### src/rtl/ascii_dec_parser.sv
// ============================================================================
// Module   : ascii_dec_parser
// Purpose  : Assembles ASCII decimal digit strings into binary values; reports
//            results and malformed tokens with single-cycle pulses.
//            Optional packed-BCD copy of the result: ASCII_DEC_PARSER_BCD_EN.
// Revision : 1.0 - initial release
// ============================================================================
`default_nettype none

module ascii_dec_parser #(
    parameter int MAX_DIGITS = 8,
    parameter int VALUE_W    = 32
) (
    input  logic               CLK,
    input  logic               RST_n,
    input  logic               Rx_valid,
    input  logic [7:0]         Rx_data,
    output logic [VALUE_W-1:0] Value_out,
    output logic               Value_valid,
    output logic [3:0]         Digit_cnt,
    output logic               Err_out
`ifdef ASCII_DEC_PARSER_BCD_EN
    ,
    output logic [4*MAX_DIGITS-1:0] Bcd_out
`endif
);

    localparam logic [3:0] MAX_CNT = 4'(MAX_DIGITS);

    typedef enum logic [1:0] {
        IDLE    = 2'd0,
        ACCUM   = 2'd1,
        DISCARD = 2'd2
    } state_t;

    state_t             state;
    state_t             state_next;
    logic [VALUE_W-1:0] acc;
    logic [VALUE_W-1:0] acc_next;
    logic [VALUE_W-1:0] acc_scaled;
    logic [3:0]         cnt;
    logic [3:0]         cnt_next;
    logic               is_digit;
    logic               is_term;
    logic [3:0]         digit;
    logic               start_tok;
    logic               shift_tok;
    logic               load_result;
    logic               drop_token;

    assign is_digit   = (Rx_data >= 8'h30) && (Rx_data <= 8'h39);
    assign is_term    = (Rx_data == 8'h0D) || (Rx_data == 8'h0A) || (Rx_data == 8'h20);
    assign digit      = Rx_data[3:0];
    assign acc_scaled = (acc << 3) + (acc << 1) + VALUE_W'(digit);

    always_comb begin
        state_next  = state;
        start_tok   = 1'b0;
        shift_tok   = 1'b0;
        load_result = 1'b0;
        drop_token  = 1'b0;
        if (Rx_valid) begin
            case (state)
                IDLE: begin
                    if (is_digit) begin
                        start_tok  = 1'b1;
                        state_next = ACCUM;
                    end else if (!is_term) begin
                        state_next = DISCARD;
                    end
                end
                ACCUM: begin
                    if (is_digit) begin
                        // A digit beyond the limit poisons the whole token
                        if (cnt < MAX_CNT) begin
                            shift_tok = 1'b1;
                        end else begin
                            state_next = DISCARD;
                        end
                    end else if (is_term) begin
                        load_result = 1'b1;
                        state_next  = IDLE;
                    end else begin
                        state_next = DISCARD;
                    end
                end
                DISCARD: begin
                    if (is_term) begin
                        drop_token = 1'b1;
                        state_next = IDLE;
                    end
                end
                default: state_next = IDLE;
            endcase
        end
    end

    always_comb begin
        acc_next = acc;
        cnt_next = cnt;
        if (start_tok) begin
            acc_next = VALUE_W'(digit);
            cnt_next = 4'd1;
        end else if (shift_tok) begin
            acc_next = acc_scaled;
            cnt_next = cnt + 4'd1;
        end
    end

    always_ff @(posedge CLK or negedge RST_n) begin
        if (!RST_n) begin
            state       <= IDLE;
            acc         <= '0;
            cnt         <= '0;
            Value_out   <= '0;
            Value_valid <= 1'b0;
            Digit_cnt   <= '0;
            Err_out     <= 1'b0;
        end else begin
            state       <= state_next;
            acc         <= acc_next;
            cnt         <= cnt_next;
            Value_valid <= load_result;
            Err_out     <= drop_token;
            if (load_result) begin
                Value_out <= acc;
                Digit_cnt <= cnt;
            end
        end
    end

`ifdef ASCII_DEC_PARSER_BCD_EN
    localparam int BCD_W = 4 * MAX_DIGITS;

    logic [BCD_W-1:0] bcd_acc;
    logic [BCD_W-1:0] bcd_next;

    // Shifting from zero leaves unused upper nibbles clear
    always_comb begin
        bcd_next = bcd_acc;
        if (start_tok) begin
            bcd_next = BCD_W'(digit);
        end else if (shift_tok) begin
            bcd_next = (bcd_acc << 4) | BCD_W'(digit);
        end
    end

    always_ff @(posedge CLK or negedge RST_n) begin
        if (!RST_n) begin
            bcd_acc <= '0;
            Bcd_out <= '0;
        end else begin
            bcd_acc <= bcd_next;
            if (load_result) begin
                Bcd_out <= bcd_acc;
            end
        end
    end
`endif

endmodule

`default_nettype wire

### config.mk
export PLATFORM = sky130hd
export DESIGN_NAME = ascii_dec_parser
export DESIGN_NICKNAME = d
export VERILOG_FILES = /design/src/rtl/ascii_dec_parser.sv
export SDC_FILE = /design/constraint.sdc
export NUM_CORES = 1
export LEC_CHECK = 0
export CAP_MARGIN = 30
export CELL_PAD_IN_SITES_DETAIL_PLACEMENT = 2
export CELL_PAD_IN_SITES_GLOBAL_PLACEMENT = 2
export CORE_ASPECT_RATIO = 0.7
export CORE_MARGIN = 2
export CORE_UTILIZATION = 40
export CTS_BUF_LIST = sky130_fd_sc_hd__clkbuf_16
export CTS_CLUSTER_DIAMETER = 200
export DETAILED_ROUTE_END_ITERATION = 10
export GPL_ROUTABILITY_DRIVEN = 0
export PLACE_DENSITY_LB_ADDON = 0.1
export SLEW_MARGIN = 25
export SYNTH_ARGS = -nofsm -noshare
export SYNTH_HDL_FRONTEND = slang
export SYNTH_SLANG_ARGS = --single-unit
### constraint.sdc
create_clock -name CLK -period 8.05 [get_ports CLK]
set_input_delay 0.805 -clock CLK [delete_from_list [all_inputs] [get_ports CLK]]
set_output_delay 0.805 -clock CLK [all_outputs]
set_load 0.01 [all_outputs]
### Word level (Yosys, flattened, before mapping)

Index checks and enable logic that the tools add are counted.

* register bits after elaboration: 76
* logic and storage cells: 51

* add/sub/neg operators: 3
* $lt $le $gt $ge: 3
* equality and inequality tests: 8
* mux-type cells: 24
* reduce and logical (&&, ||, !) cells: 6

Operators by type and width (count)
* $mux 32: 2
* $add 32x32->32: 1
* $add 32x4->32: 1
* $eq 8x4->1 const B: 2
* $mux 1: 13
* $mux 2: 6
* $eq 8x6->1 const B: 1
* $ge 8x6->1 const B: 1
* $le 8x6->1 const B: 1
* $mux 4: 2
* $ne 3x3->1 const B: 2
* $pmux 2 s3: 1
* $add 4x1->4 const B: 1
* $lt 4x4->1 const B: 1
* $reduce_and 4->1: 1
* $eq 2x1->1 const B: 1
* $eq 2x2->1 const B: 1
* $logic_not 2->1: 1
* $logic_or 1x1->1: 2
* $ne 2x2->1 const B: 1
* $reduce_bool 2->1: 1
* $logic_and 1x1->1: 1

### Longest topological paths before layout

* depth after elaboration: 7
* depth in mapped cells: 12

### Least setup slack after synthesis

Ideal clock, no wire load.

* kind: input to register
* start: input Rx_data[3]
* end: register acc[31]
* library setup time: 0.070 ns
* arrival: 3.445 ns
* path slack: 4.535 ns
* cell stages on the path: 12
* path buffers: 0
* path through: inv_1 fa_1 inv_1 ha_1 a21o_1 a21oi_1 nor2_1 a21o_1 o311ai_1 a2111oi_0 or4_1 nand3_1

* longest elaborated chain between the ends: 6
* elaborated cells between the ends (all ways): 13
* classes of those cells: 1 x add/sub; 2 x order compare; 8 x mux; 2 x reduce/logical

RTL lines
* start, declared: RTL line 17 `input logic [7:0] Rx_data,`
* parallel branches: the longest is 6 deep, another holds $add 32x4->32
* end signal, assigned: RTL line 121 `acc <= acc_next;`
* end, declared: RTL line 38 `logic [VALUE_W-1:0] acc;`

Parallel ways; which one is timed is not known. The select of a mux whose other input is x is not followed.
A chain may end at the register's enable or synchronous reset.

### Worst setup path after layout

Ends and elaborated chain as after synthesis.

==> qor.csv <==
metric;value;unit
layout-drive-gt1-share;12.84;%
vias;4232;
final_cell_mix;76 x dfrtp_1, 59 x ha_1, 47 x clkdlybuf4s50_1, 41 x nand2_1, 37 x mux2_2;
synth_seq_area_share;37.90;%
synth_area_per_cell;9.977;um2
rsz0062_at_grt;no;
crit_chain;clkdlybuf4s50_1 -> inv_1 -> fa_1 -> inv_1 -> ha_1 -> a21o_1 -> a21oi_1 -> nor2_1 -> a21o_1 -> o311ai_1 -> a2111oi_0 -> or4_1 -> nand3_1;
grt_pass1_wl;25770;um
grt_overflow;0;
rows;34;
die-area;13470;um2
numCtsBuffers;9;
detailedRoute.firstPassIterationCount;4;
grt_max_degree;46;
ys_types;62;
antennaDiodeCount;0;
synth_top_area_share;37.90;%
coreArea;12340;um2
relSlewSlack;41.18;%
cts_resized;0;
drc;0;
grt_use_total;24.59;%
cp_top_family;compound AO/OA/AOI/OAI gates;
leakagePower;2.934;nW
status;finished, final reports clean;
cap_violations;0;
timing.rr.start;acc[2];
max_stage_delay;620;ps
multiInputGateArea;2972;um2
fp.dieH;97.72;um
hold_violations;0;
seqCellArea;1902;um2
synth.net_count;575;
cts_buffer_depth;2;
clk_latency;350;ps
cts_tree;yes;
critical_path_buf_inv_count;3;
via_per_inst;5.919;
layout_commonest_cell;dfrtp_1;
tightest_slew;879.1;ps
yosysWarnings;0;
postCtsSetupRepairBufs;0;
slew_viol_final;0;
wirelength;15420;um
startpoint;Rx_data[3];
synth_area;5019;um2
min_period;4119;ps
area_growth;19.27;%
ys_seq_elements;76;
crit_path_max_fanout;4;
async_reset_ff_share;100.0;%
cts-root-buf;clkbuf_16;
antenna_found_initial;0;
powerDensity;155.3;nW/um2
ant_nets;0;
crit_arrival;4400;ps
ys.flop_type;dfrtp_1;
hold_class;primary input to async pin;
nNetsFinal;620;
p_total;929.9;uW
io_buffers;48;
cp_data_required_time;8330;ps
dpl.hpwl;11120;um
first_global_vias;4661;
fillers;1290;
cts-hold-fix-buffers;0;
critical_path_class;primary input to register;
start_util;40.68;%
min_period_over_period;51.17;%
path_clk_slew;70;ps
synth_edf_count;0;
synth_area_leaders;dfrtp_1 38%, ha_1 15%, mux2_2 8.3%;
clock_sinks;76;
ios;49;
timing.fmax;242.8;MHz
htreeDepth;3;
irDropWorstVdd;91.16;uV
drt_iter0_markers;246;
synth_cells;503;
cp-start-kind;primary input;
finalSetupViolCount;0;
yosys.area.top_type;dfrtp_1;
dieWidth;137.9;um
critPathSlowestCell;fa_1;
post_drt_wl_per_cell;21.56;um
fin_setup_tns;0;ps
fin_skew;11.84;ps
cp-end-kind;register;
[power by group]
group	leakage, nW	total [mW]	internal, mW	switching (mW)
Clock	0.146	0.422	0.242	0.180
Combinational	1.73	0.0965	0.0409	0.0556
Sequential	1.05	0.411	0.392	0.0194
[sequential cells by signal, summed over array words and instances (netlist names)]
register,count
Digit_cnt,4
state,2
cnt,4
acc,32
Value_out,32
Value_valid,1
Err_out,1
[per-layer routing]
metal  vias to the layer above  routed length [um]  track usage (%)
met5                         -                   0                0
met4                         0                 123            4.003
met3                        11                 451            4.225
met2                        60                7013            37.47
met1                      2189                7828            37.09
li1                       1972                   -                -
[path summary, 6_finish.rpt]
path                                 endpoint  slack (ps)  depth (start not counted)
worst max-delay path                  acc[31]        3930                         13
min in group CLK                Value_out[19]         510                          1
worst min-delay path                   acc[8]         410                          1
max in group asynchronous             acc[28]        7050                          2
worst min register to register  Value_out[19]         510                          1
worst max register to register        acc[31]        4470                         12
[stage by stage]
| stage | area (um2) | worst slack [ps] | util (%) | hold slack, ps | std cells |
|---|---|---|---|---|---|
| finish | 5986 | 3931 | 48.52 | 407.1 | 715 |
| global route | 5986 | 3765 | 48.52 | 436.6 | 715 |
| CTS | 5971 | 3920 | 48.40 | 420.0 | 714 |
| detailed placement | 5672 | 3570 | 45.97 | 492.6 | 698 |
| global placement | 5644 | 3796 | 45.75 | 487.7 | 697 |
| floorplan | 5019 | 4535 | - | 470.5 | 503 |
[worst reg2reg max path: stages, from the launching register on]
cell and delay, ps:
dfrtp_1 500, inv_1 90, fa_1 570, inv_1 60, ha_1 290, a21o_1 180, a21oi_1 220, nor2_1 90
a21o_1 210, o311ai_1 450, a2111oi_0 230, or4_1 520, nand3_1 110
[area by class of cell]
type / count / share of cell area, %
multi-input cells: 391 / 49.64
flip-flops and latches: 76 / 31.77
repair buffers: 54 / 9.197
clock buffers: 9 / 3.763
well taps: 162 / 3.386
clock inverters: 7 / 1.233
inverters: 16 / 1.003
[cells in the mapped netlist, types with 2 or more instances]
cell type	n
o21ai_0	32
a21o_1	13
a22oi_1	2
nor2b_1	2
nand2_1	41
or2_2	2
nor2_1	24
a31oi_1	4
o311a_1	2
o31a_1	2
buf_1	2
inv_1	16
nand3_1	23
mux2_2	37
o21a_1	7
or4_1	4
a41oi_1	2
a31o_2	2
o31ai_1	4
o21bai_1	3
nor4_1	2
o211ai_1	2
nor3b_1	6
o41ai_1	2
and4_1	2
fa_1	2
buf_4	4
o22ai_1	5
nor3_1	9
xor2_1	6
xnor2_1	10
a21oi_1	30
a211oi_1	2
nor4b_1	2
nand2b_1	5
nand4_1	10
dfrtp_1	76
clkbuf_1	13
and3_1	3
mux2i_1	8
ha_1	59
[cells by family after synthesis]
| logic type | share of synthesized area, % |
|---|---|
| buf+inv | 3.017 |
| mux | 9.898 |
| simple gates | 13.99 |
| xor+xnor | 2.792 |
| flops | 37.90 |
| compound gates | 16.90 |
| fa+ha+maj | 15.51 |
Power figures use the tool's default switching activity.
